## src/rtl/periph_bridge.sv

```systemverilog
// Single-outstanding CPU-to-timer bridge: decodes a request, optionally stretches the
// timer access by ACCESS_WAIT cycles, and holds the response until the CPU takes it.
module periph_bridge #(
    parameter logic [31:0] TIMER_BASE  = 32'hFFFF_F000,
    parameter int unsigned ACCESS_WAIT = 0
) (
    input  logic        periph_clk,
    input  logic        periph_rst,
    input  logic        req_valid,
    output logic        req_ready,
    input  logic        req_we,
    input  logic [31:0] req_addr,
    input  logic [31:0] req_wdata,
    input  logic [3:0]  req_wstrb,
    output logic        resp_valid,
    input  logic        resp_ready,
    output logic [31:0] resp_rdata,
    output logic        resp_err,
    output logic [31:0] timer_addr,
    output logic        timer_we,
    output logic [31:0] timer_raw_wdata,
    input  logic [31:0] timer_wdata
);

    typedef enum logic [1:0] {
        S_IDLE   = 2'd0,
        S_ACCESS = 2'd1,
        S_RESP   = 2'd2
    } state_t;

    localparam logic [3:0] LP_WAIT = 4'(ACCESS_WAIT);

    state_t      r_state;
    state_t      w_next;
    logic [3:0]  r_wait_cnt;
    logic        r_we;
    logic [31:0] r_addr;
    logic [31:0] r_wdata;
    logic [3:0]  r_wstrb;
    logic        r_err;
    logic [31:0] r_rdata;

    logic        w_hs;
    logic        w_req_err;
    logic        w_last;

    assign w_hs      = req_valid && (r_state == S_IDLE);
    assign w_req_err = (req_addr[1:0] != 2'b00)
                    || (req_addr[31:3] != TIMER_BASE[31:3])
                    || (req_we && (req_wstrb != 4'hF));
    assign w_last    = (r_state == S_ACCESS) && (r_wait_cnt == LP_WAIT);

    always_ff @(posedge periph_clk) begin
        if (periph_rst) begin
            r_state <= S_IDLE;
        end else begin
            r_state <= w_next;
        end
    end

    always_comb begin
        w_next = r_state;
        case (r_state)
            S_IDLE:   if (w_hs) w_next = w_req_err ? S_RESP : S_ACCESS;
            S_ACCESS: if (w_last) w_next = S_RESP;
            S_RESP:   if (resp_ready) w_next = S_IDLE;
            default:  w_next = S_IDLE;
        endcase
    end

    // Request latch, wait counter and response capture
    always_ff @(posedge periph_clk) begin
        if (periph_rst) begin
            r_wait_cnt <= 4'd0;
            r_we       <= 1'b0;
            r_addr     <= 32'd0;
            r_wdata    <= 32'd0;
            r_wstrb    <= 4'd0;
            r_err      <= 1'b0;
            r_rdata    <= 32'd0;
        end else if (w_hs) begin
            r_wait_cnt <= 4'd0;
            r_we       <= req_we;
            r_addr     <= req_addr;
            r_wdata    <= req_wdata;
            r_wstrb    <= req_wstrb;
            r_err      <= w_req_err;
            r_rdata    <= 32'd0;
        end else if (r_state == S_ACCESS) begin
            if (!w_last) begin
                r_wait_cnt <= r_wait_cnt + 4'd1;
            end else if (!r_we) begin
                r_rdata <= timer_wdata;
            end
        end
    end

    // Outputs are also gated by reset so nothing leaks during the reset cycle itself
    always_comb begin
        req_ready       = 1'b0;
        resp_valid      = 1'b0;
        resp_rdata      = 32'd0;
        resp_err        = 1'b0;
        timer_addr      = 32'd0;
        timer_we        = 1'b0;
        timer_raw_wdata = 32'd0;
        if (!periph_rst) begin
            case (r_state)
                S_IDLE: begin
                    req_ready = 1'b1;
                end
                S_ACCESS: begin
                    timer_addr      = r_addr;
                    timer_raw_wdata = r_wdata;
                    timer_we        = w_last && r_we && (&r_wstrb);
                end
                S_RESP: begin
                    resp_valid = 1'b1;
                    resp_rdata = r_rdata;
                    resp_err   = r_err;
                end
                default: begin
                    req_ready = 1'b0;
                end
            endcase
        end
    end

endmodule

```

## config.mk

```make
export PLATFORM = sky130hd
export DESIGN_NAME = periph_bridge
export DESIGN_NICKNAME = d
export VERILOG_FILES = /design/src/rtl/periph_bridge.sv
export SDC_FILE = /design/constraint.sdc
export NUM_CORES = 1
export LEC_CHECK = 0
export ABC_AREA = 1
export CAP_MARGIN = 20
export CORE_MARGIN = 8
export CORE_UTILIZATION = 43
export DETAILED_ROUTE_END_ITERATION = 12
export PLACE_DENSITY = 0.81
export SKIP_LAST_GASP = 1
export SLEW_MARGIN = 25
export SYNTH_ARGS = -nofsm -noshare
export SYNTH_HDL_FRONTEND = slang
export SYNTH_SLANG_ARGS = --single-unit
```

## constraint.sdc

```tcl
create_clock -name periph_clk -period 1.5 [get_ports periph_clk]
set_input_delay 0.3 -clock periph_clk [delete_from_list [all_inputs] [get_ports periph_clk]]
set_output_delay 0.3 -clock periph_clk [all_outputs]
set_load 0.005 [all_outputs]
```

# Yosys cells after proc, flatten, opt, wreduce, memory -nomap -nowiden
# Cells that the tools add are included.
dict set report word_totals {
  register_bits 108
  latch_bits 0
  ramBits 0
  mem_bits_ro 0
  inputBits 105
  out_inout_bits 100
  elab_cells 52
  n_memories 0
}
dict set report op_classes {
  add_sub_neg 1
  multipliers 0
  n_div 0
  order_cmp 0
  eq_ne 7
  shift 0
  n_mux 19
  n_bitwise 2
  n_reduce_logical 15
}
# op n
set ops {}
lappend ops {{two-way mux 32 bit} 6}
lappend ops {{!= test 29 bit (second input constant)} 1}
lappend ops {{two-way mux 1 bit} 8}
lappend ops {{two-way mux 2 bit} 4}
lappend ops {{!= test 2 bit (second input constant)} 3}
lappend ops {{case mux 2 bit (3 select lines)} 1}
lappend ops {{AND reduction 3 bit} 2}
lappend ops {{logical AND 1 bit} 5}
lappend ops {{adder 4 x 1 -> 4 bit (second input constant)} 1}
lappend ops {{logical NOT 4 bit} 1}
lappend ops {{!= test 4 bit (second input constant)} 1}
lappend ops {{AND reduction 4 bit} 1}
lappend ops {{equality test 2 x 1 -> 1 bit (second input constant)} 1}
lappend ops {{equality test 2 bit (second input constant)} 1}
lappend ops {{logical NOT 2 bit} 1}
lappend ops {{logical OR 1 bit} 2}
lappend ops {{inverter 1 bit} 2}
lappend ops {{AND reduction 2 bit} 1}
lappend ops {{nonzero test 2 bit} 1}
lappend ops {{OR reduction 2 bit} 1}

# Logic depth before layout (Yosys ltp)
# Gate-level depths: netlist of run 1.
dict set report logic_depth {
  word_depth 6
  mapped_depth 10
  mapped_depth_nobuf 9
}

# Least setup slack after synthesis of run 1
# Ideal clock, no wire load.
dict set report synth_path {
  kind {reg-to-reg}
  from {register r_wait_cnt[0]}
  to {register r_rdata[0]}
  setup_ns 0.070
  arrival_ns 1.257
  t_required_ns 1.430
  setup_slack_ns 0.173
  path_stages_with_launch 11
  path_buffers 1
  synth_period_minus_slack_ns 1.327
  path_cell_list {dfxtp_1 -> inv_1 -> ha_1 -> nand2_1 -> inv_1 -> nand2_2 -> nor2_4 -> inv_2 -> buf_6 -> o21ai_1 -> a21oi_1}
}
dict set report synth_between {
  elab_chain_cells 3
}
# item line
set synth_rtl {}
lappend synth_rtl {{start, declared} 35} ;# logic [3:0] r_wait_cnt;
lappend synth_rtl {{start signal, assigned} 91} ;# r_wait_cnt <= r_wait_cnt + 4'd1;
lappend synth_rtl {{logical NOT 4 bit} 51} ;# assign w_last = (r_state == S_ACCESS) && (r_wait_cnt == LP_WAIT);
lappend synth_rtl {{logical AND 1 bit} 51}
lappend synth_rtl {{AND reduction 3 bit (no source line)} -}
lappend synth_rtl {{end signal, assigned} 93} ;# r_rdata <= timer_wdata;
lappend synth_rtl {{end, declared} 41} ;# logic [31:0] r_rdata;
# No other way between the ends.
# A chain may end at the register's enable or synchronous reset.

# Final worst setup path of run 1
dict set report layout_path {
  from {register r_state[1]}
  to {output resp_rdata[2]}
}
dict set report layout_between {
  elab_chain_cells 3
}
# item line
set layout_rtl {}
lappend layout_rtl {{start, declared} 33} ;# state_t r_state;
lappend layout_rtl {{start signal, assigned} 57} ;# r_state <= w_next;
lappend layout_rtl {{equality test 2 bit} 108} ;# case (r_state)
lappend layout_rtl {{two-way mux 32 bit} 108}
lappend layout_rtl {{two-way mux 32 bit} 107} ;# if (!periph_rst) begin
lappend layout_rtl {{end, declared} 17} ;# output logic [31:0] resp_rdata,
# No other way between the ends.

==> summary.md, run 1 <==
| Metric | Value |
|---|---|
| Worst r2r src | r_state[1]$_SDFFE_PP0P_ |
| RSZ-0062 raised after global routing | true |
| Wire length per cell | about 16 um |
| Antenna-violating nets left | 0 |
| Primary FF master, synth | dfxtp_1 |
| TritonCTS clock tree | built |
| N_diodes | 0 |
| Port Buffers | a little over 200 |
| FP Rows | 38 |
| Clock-pin transition on the worst setup and hold timing paths | 110 ps |
| Highest metal used | met4 |
| Crit-path max cell delay | roughly 390 ps |
| Slew Limit Fails | 0 |
| Max clock buf depth | 2 |
| Die Wd | between 100 and 150 um |
| Routed Wire Length | roughly 18000 um |
| Worst Path Required | 1200 ps |
| Commonest non-fill, non-tap cell in the layout | nor2_1 |
| Failing checks | negative setup slack |
| Fraction of registers with async set/reset | 0% |
| Final Hold Viols | 0 |
| Register Area | 2170 um^2 |
| Number of synthesized flops with an enable pin | 0 |
| Final RePlAce weighted congestion | 0.809 |
| Most frequent cells in the layout | nor2_1 (214), dfxtp_1 (106), clkdlybuf4s50_1 (103), nand2_1 (92), o21ai_0 (75) |
| Setup ws final | -382 ps |
| Critical Path Fanout Max | 8 |
| DR iter-0 viols | between 300 and 400 |
| Crit. End Element | primary output |
| Peak supply drop | 0.000457 V |
| Fillcell total | about 800 |
| Worst-Skew Late Latency | around 370 ps |
| Rel. slew slack | between 80% and 90% |
| DR WL met2 | around 9000 um |
| Finish-stage setup viols | approximately 210 |
| DIE AREA | between 10000 and 15000 um^2 |
| Met3 routed WL | roughly 1800 um |
| CTS HTree Levels | 3 |
| Largest net degree at the start of global routing | 42 |
| Reg-to-reg critical path endpoint | r_rdata[1]$_SDFFE_PP0P_ |
| Post-Syn Area per Cell | 6.71 um^2 |
| Detailed placer's ending HPWL | 11400 um |
| Root Buffer | clkbuf_8 |
| Worst reg-to-reg path cell count | 11 |
| Post-synthesis sequential area ratio | a little under half |
| Syn nets | between 800 and 900 |
| Fin nets | about 1100 |
| Tcrit/Tclk final | 125% |
| Fraction of layout cells with a size suffix above 1 | 23.8% |
| Starting density of the core | 44.0% |
| Layout Skew | approximately 17 ps |
| CP cell instances | inv_2, nor2_4, nand2_4, buf_16, buf_8, nor2_1, buf_2 |
| Finished Layout Cells | 1113 |
| Ys Warns | 0 |
| Leak | 3.35 nW |
| Post-Syn Instances | between 700 and 800 |
| HP Class | flip-flop to flip-flop |
| Max-Cap Viols | 0 |
| Die height | between 100 and 150 um |
| Hold path depth | 2 |
| Crit path from | r_state[1]$_SDFFE_PP0P_ |
| Core Box Area | approximately 11000 um^2 |
| Core Util, Final | 74.6% |
| Critical Path Source Type | flip-flop |
| # IOs | 205 |
| Initial antenna violation count | 0 |
| CP max-delay cell | dfxtp_2 |
| Power Density | slightly above 800 nW/um^2 |
| Clock period minus worst slack | ~1900 ps |
| Count of cell types in the netlist | 24 |
| Placed Cells | roughly 1100 |
| Synth Cell Area | 4770 um^2 |
| Area delta synth->final | 69.5% |
| R2R setup slack | -350 ps |
| DR vias/cell | roughly 5 |
| Via count | ~5600 |
| Remaining DRCs | 0 |
| Total CTS buffers | 9 |
| GRT Total Usage | 23.5% |
| Maximum clock rate | between 500 and 600 MHz |
| Vias in the first global route | 5476 |
| Yosys reg bits | 108 |
| CTS sink count | about 110 |
| Crit path kind | flip-flop to primary output |
| Run status | finished, violations left |
| Worst-Margin Slew | ~270 ps |
| Global-route wire length before repair | 27600 um |
| Critical Path End | resp_rdata[2] |
| Worst EP arrival | 1580 ps |
| Wl on met1 | between 6000 and 7000 um |
| Pwr Total | around 6.7 mW |
| Total congestion overflow | 0 |
| Area of the multi-input gates | ~2200 um^2 |
| Initial DRT Pass Iterations | 8 |
==> synth_stat cells (3+ instances only) <==
library cell,number,area share (%)
dfxtp_1,108,45
a21oi_1,45,4.7
buf_6,6,1.4
inv_1,55,4.3
o21ai_1,29,3.0
nand4_1,3,0.39
nand3_1,3,0.31
o21ai_0,76,8.0
nand2_1,93,7.3
clkbuf_1,16,1.3
nor2_1,235,18
inv_2,6,0.47
buf_2,21,2.2
nor2_4,3,0.71
==> how the worst min path moves through the flow <==
stage	endpoint	from
floorplan	r_rdata[0]$_SDFFE_PP0P_	r_rdata[0]$_SDFFE_PP0P_
global placement	r_rdata[25]$_SDFFE_PP0P_	r_rdata[25]$_SDFFE_PP0P_
detailed placement	r_rdata[16]$_SDFFE_PP0P_	r_rdata[16]$_SDFFE_PP0P_
CTS	r_rdata[16]$_SDFFE_PP0P_	r_rdata[16]$_SDFFE_PP0P_
global route	r_rdata[10]$_SDFFE_PP0P_	r_rdata[10]$_SDFFE_PP0P_
finish	r_rdata[10]$_SDFFE_PP0P_	r_rdata[10]$_SDFFE_PP0P_
==> worst max-delay path, delay by kind of cell (launching register included) <==
kind | cells | cell delay (ps)
buf+inv | 4 | 470
flops | 1 | 390
simple gates | 3 | 350
==> layer usage <==
layer	vias up	global-route usage, %
met2	249	40.6
li1	2737	-
met5	-	0
met3	31	8.33
met4	0	8.56
met1	2556	26.0
==> cell families (layout without fill, tap and decap cells) <==
family	count (synthesis)	in the layout	synth area share [%]
flip-flops	108	108	45.3
XOR/XNOR	2	2	0.367
AND/OR/NAND/NOR	342	343	28.1
AO/OA/AOI/OAI	150	150	15.7
buffers and inverters	107	368	9.94
adder cells (fa/ha/maj)	2	2	0.524
==> report_power, final <==
group | total (mW) | switching [mW] | internal (mW) | leakage, nW
combinational | 1.77 | 0.839 | 0.930 | 2.37
sequential | 3.26 | 0.128 | 3.13 | 0.889
clock | 1.65 | 1.00 | 0.648 | 0.0920
total | 6.67 | 1.97 | 4.71 | 3.35
==> registers in the layout, indices dropped and copies added (netlist names) <==
name        count
r_err           1
r_state         2
r_we            1
r_wstrb         4
r_wait_cnt      4
r_rdata        32
r_addr         32
r_wdata        32
==> per-stage QoR <==
stage | hold WS (ps) | instance area (um^2) | worst slack [ps] | setup TNS [ps]
6_report | 458 | 8090 | -382 | -57840
2_1_floorplan | 430 | 4770 | 173 | 0
3_5_place_dp | 445 | 7290 | -667 | -65530
5_1_grt | 477 | 8090 | -470 | -73590
3_3_place_gp | 439 | 7290 | -683 | -63400
4_1_cts | 460 | 7960 | -361 | -55570
==> what timing repair did <==
item / in CTS / in global routing
pin swaps: 9 / 4
cloned: 11 / 2
setup endpoints to repair: 162 / 208
buffers inserted: 12 / 6
gates resized for setup: 333 / 30
hold buffers: 0 / 0
==> cell type report <==
class	count	area share [%]
clock buffers	10	1.70
clock inverters	6	0.495
inverters	61	3.05
multi-input cells	497	27.8
flip-flops and latches	108	26.8
well taps	140	2.17
repair buffers	291	38.0
Power figures use the tool's default switching activity.
==> run 2: changes to the inputs <==
- CTS_CLUSTER_DIAMETER: default -> 100
- REMOVE_ABC_BUFFERS: default -> 1
==> summary.md, run 2 (synthesis gave the netlist of run 1 again) <==
| Metric | Value |
|---|---|
| Run status | finished, violations left |
| Failing checks | negative setup slack |
| CP max-delay cell | dfxtp_4 |
| Worst Path Required | around 1800 ps |
| Commonest non-fill, non-tap cell in the layout | nor2_1 |
| Critical Path Source Type | flip-flop |
| Core Box Area | approximately 11000 um^2 |
| Crit path kind | flip-flop to flip-flop |
| Clock period minus worst slack | 1930 ps |
| Total CTS buffers | 9 |
| Layout Skew | between 15 and 20 ps |
| Starting density of the core | roughly 44% |
| CP cell instances | buf_6, buf_4, buf_6, nor2_4, inv_2, buf_12, nor2_8, buf_6, nor2_4, buf_12, clkbuf_16, o21ai_2, a21oi_1 |
| Clock-pin transition on the worst setup and hold timing paths | approximately 110 ps |
| Peak supply drop | between 0.0005 and 0.0006 V |
| RSZ-0062 raised after global routing | true |
| WP depth | 13 |
| Finish-stage setup viols | roughly 210 |
| TritonCTS clock tree | built |
| Wire length per cell | between 15 and 20 um |
| CTS sink count | roughly 110 |
| CTS HTree Levels | 3 |
| Via count | 5784 |
| N_diodes | 0 |
| Routed Wire Length | a little over 20000 um |
| Worst Path Buf+Inv | 8 |
| Fillcell total | a little under 700 |
| Initial antenna violation count | 0 |
| Maximum clock rate | just over 500 MHz |
| GRT Total Usage | 21.8% |
| Slew Limit Fails | 0 |
| Worst path most repeated cell | buf_6 |
| Power Density | 848 nW/um^2 |
| Area delta synth->final | 83.1% |
| Fin nets | ~1100 |
| DR WL met2 | approximately 10000 um |
| HP Class | flip-flop to flip-flop |
| Cts hold-fix bufs | 0 |
| Met3 routed WL | approximately 1900 um |
| Worst EP arrival | ~2200 ps |
| Crit path from | r_state[1]$_SDFFE_PP0P_ |
| Worst-Margin Slew | about 240 ps |
| Largest registers | r_addr x32, r_rdata x32, r_wdata x32 |
| Reg-to-reg critical path endpoint | r_rdata[18]$_SDFFE_PP0P_ |
| Worst r2r src | r_state[1]$_SDFFE_PP0P_ |
| R2R setup slack | -430 ps |
| Remaining DRCs | 0 |
| Final Hold Viols | 0 |
| Max clock buf depth | 2 |
| Highest metal used | met4 |
| Rel. slew slack | between 80% and 90% |
| Pwr Total | about 7.4 mW |
| Antenna-violating nets left | 0 |
| Max-Cap Viols | 0 |
| Wl on met1 | about 7700 um |
| FP Rows | 38 |
| Port Buffers | between 200 and 250 |
| Worst reg-to-reg path cell count | 13 |
| Tcrit/Tclk final | 128% |
| Die Wd | between 100 and 150 um |
| Placed Cells | around 1100 |
| Pre-CTS setup slack | -658 ps |
| Root Buffer | clkbuf_8 |
| DR iter-0 viols | 381 |
| DR vias/cell | just over 5 |
| Critical Path End | r_rdata[18]$_SDFFE_PP0P_ |
| Crit. End Element | flip-flop |
| Final RePlAce weighted congestion | between 0.8 and 0.9 |
| Largest net degree at the start of global routing | 46 |
| Leak | approximately 3.5 nW |
| DIE AREA | about 15000 um^2 |
| CP top delay family | buffers and inverters |
| Crit-path max cell delay | ~370 ps |
| Most frequent cells in the layout | nor2_1 (160), dfxtp_1 (106), clkdlybuf4s50_1 (103), nand2_1 (92), o21ai_2 (58) |
| Global-route wire length before repair | around 26000 um |
| Setup ws final | -426 ps |
| Critical Path Fanout Max | 6 |
| # IOs | around 210 |
| Initial DRT Pass Iterations | 5 |
| Fraction of layout cells with a size suffix above 1 | 37.7% |
| Worst-Skew Late Latency | roughly 390 ps |
| Die height | 121 um |
| Total congestion overflow | 0 |
| Vias in the first global route | 5247 |
| Detailed placer's ending HPWL | approximately 11000 um |
| Finished Layout Cells | approximately 1100 |
==> run 2: report_power, final <==
part,leakage [nW],switching [mW],internal [mW]
clock network,0.101,1.01,0.853
logic,2.51,1.10,1.15
registers,0.889,0.166,3.13
==> run 2: worst min-delay path: cells and delay by family (launching register included) <==
family / cells / cell delay [ps]
buffers and inverters: 1 / 70
AOI/OAI and AO/OA: 1 / 60
DFF: 1 / 310
==> run 2: routing by layer <==
layer	vias up	global-route usage, %
li1	2735	-
met1	2724	24.0
met2	268	36.2
met3	57	8.52
met4	0	10.0
met5	-	0
==> run 2: how the worst min path moves through the flow <==
stage,from,cells after the start,endpoint
after detailed placement,r_rdata[2]$_SDFFE_PP0P_,2,r_rdata[2]$_SDFFE_PP0P_
final,r_rdata[2]$_SDFFE_PP0P_,2,r_rdata[2]$_SDFFE_PP0P_
after CTS,r_rdata[25]$_SDFFE_PP0P_,2,r_rdata[25]$_SDFFE_PP0P_
after global placement,r_rdata[28]$_SDFFE_PP0P_,2,r_rdata[28]$_SDFFE_PP0P_
after global routing,req_wdata[21],3,r_wdata[21]$_SDFFE_PP0P_
after floorplan,r_rdata[0]$_SDFFE_PP0P_,2,r_rdata[0]$_SDFFE_PP0P_
==> run 2: area by class of cell <==
type	instances	area [um^2]	area share (%)
multi-input cells	496	2820	32.2
repair inverters	1	11.3	0.129
well taps	140	175	2.01
repair buffers	293	3120	35.7
clock buffers	11	151	1.73
clock inverters	3	47.5	0.544
inverters	61	251	2.88
flip-flops and latches	108	2170	24.8
==> run 2: stage by stage <==
step	TNS [ps]	area, um^2	util, %	hold slack, ps
finish	-63610	8740	80.6	475
global route	-74880	8740	80.6	478
CTS	-51020	7680	70.8	460
detailed placement	-68450	7260	67.0	446
global placement	-67050	7260	67.0	438
floorplan	-71770	4530	-	431
==> run 2: timing repair <==
item | 4_1_cts | 5_1_grt
pin swaps | 3 | 39
gates cloned | 5 | 22
endpoints found under the setup margin | 178 | 207
resized for setup | 290 | 332
buffers inserted | 3 | 8
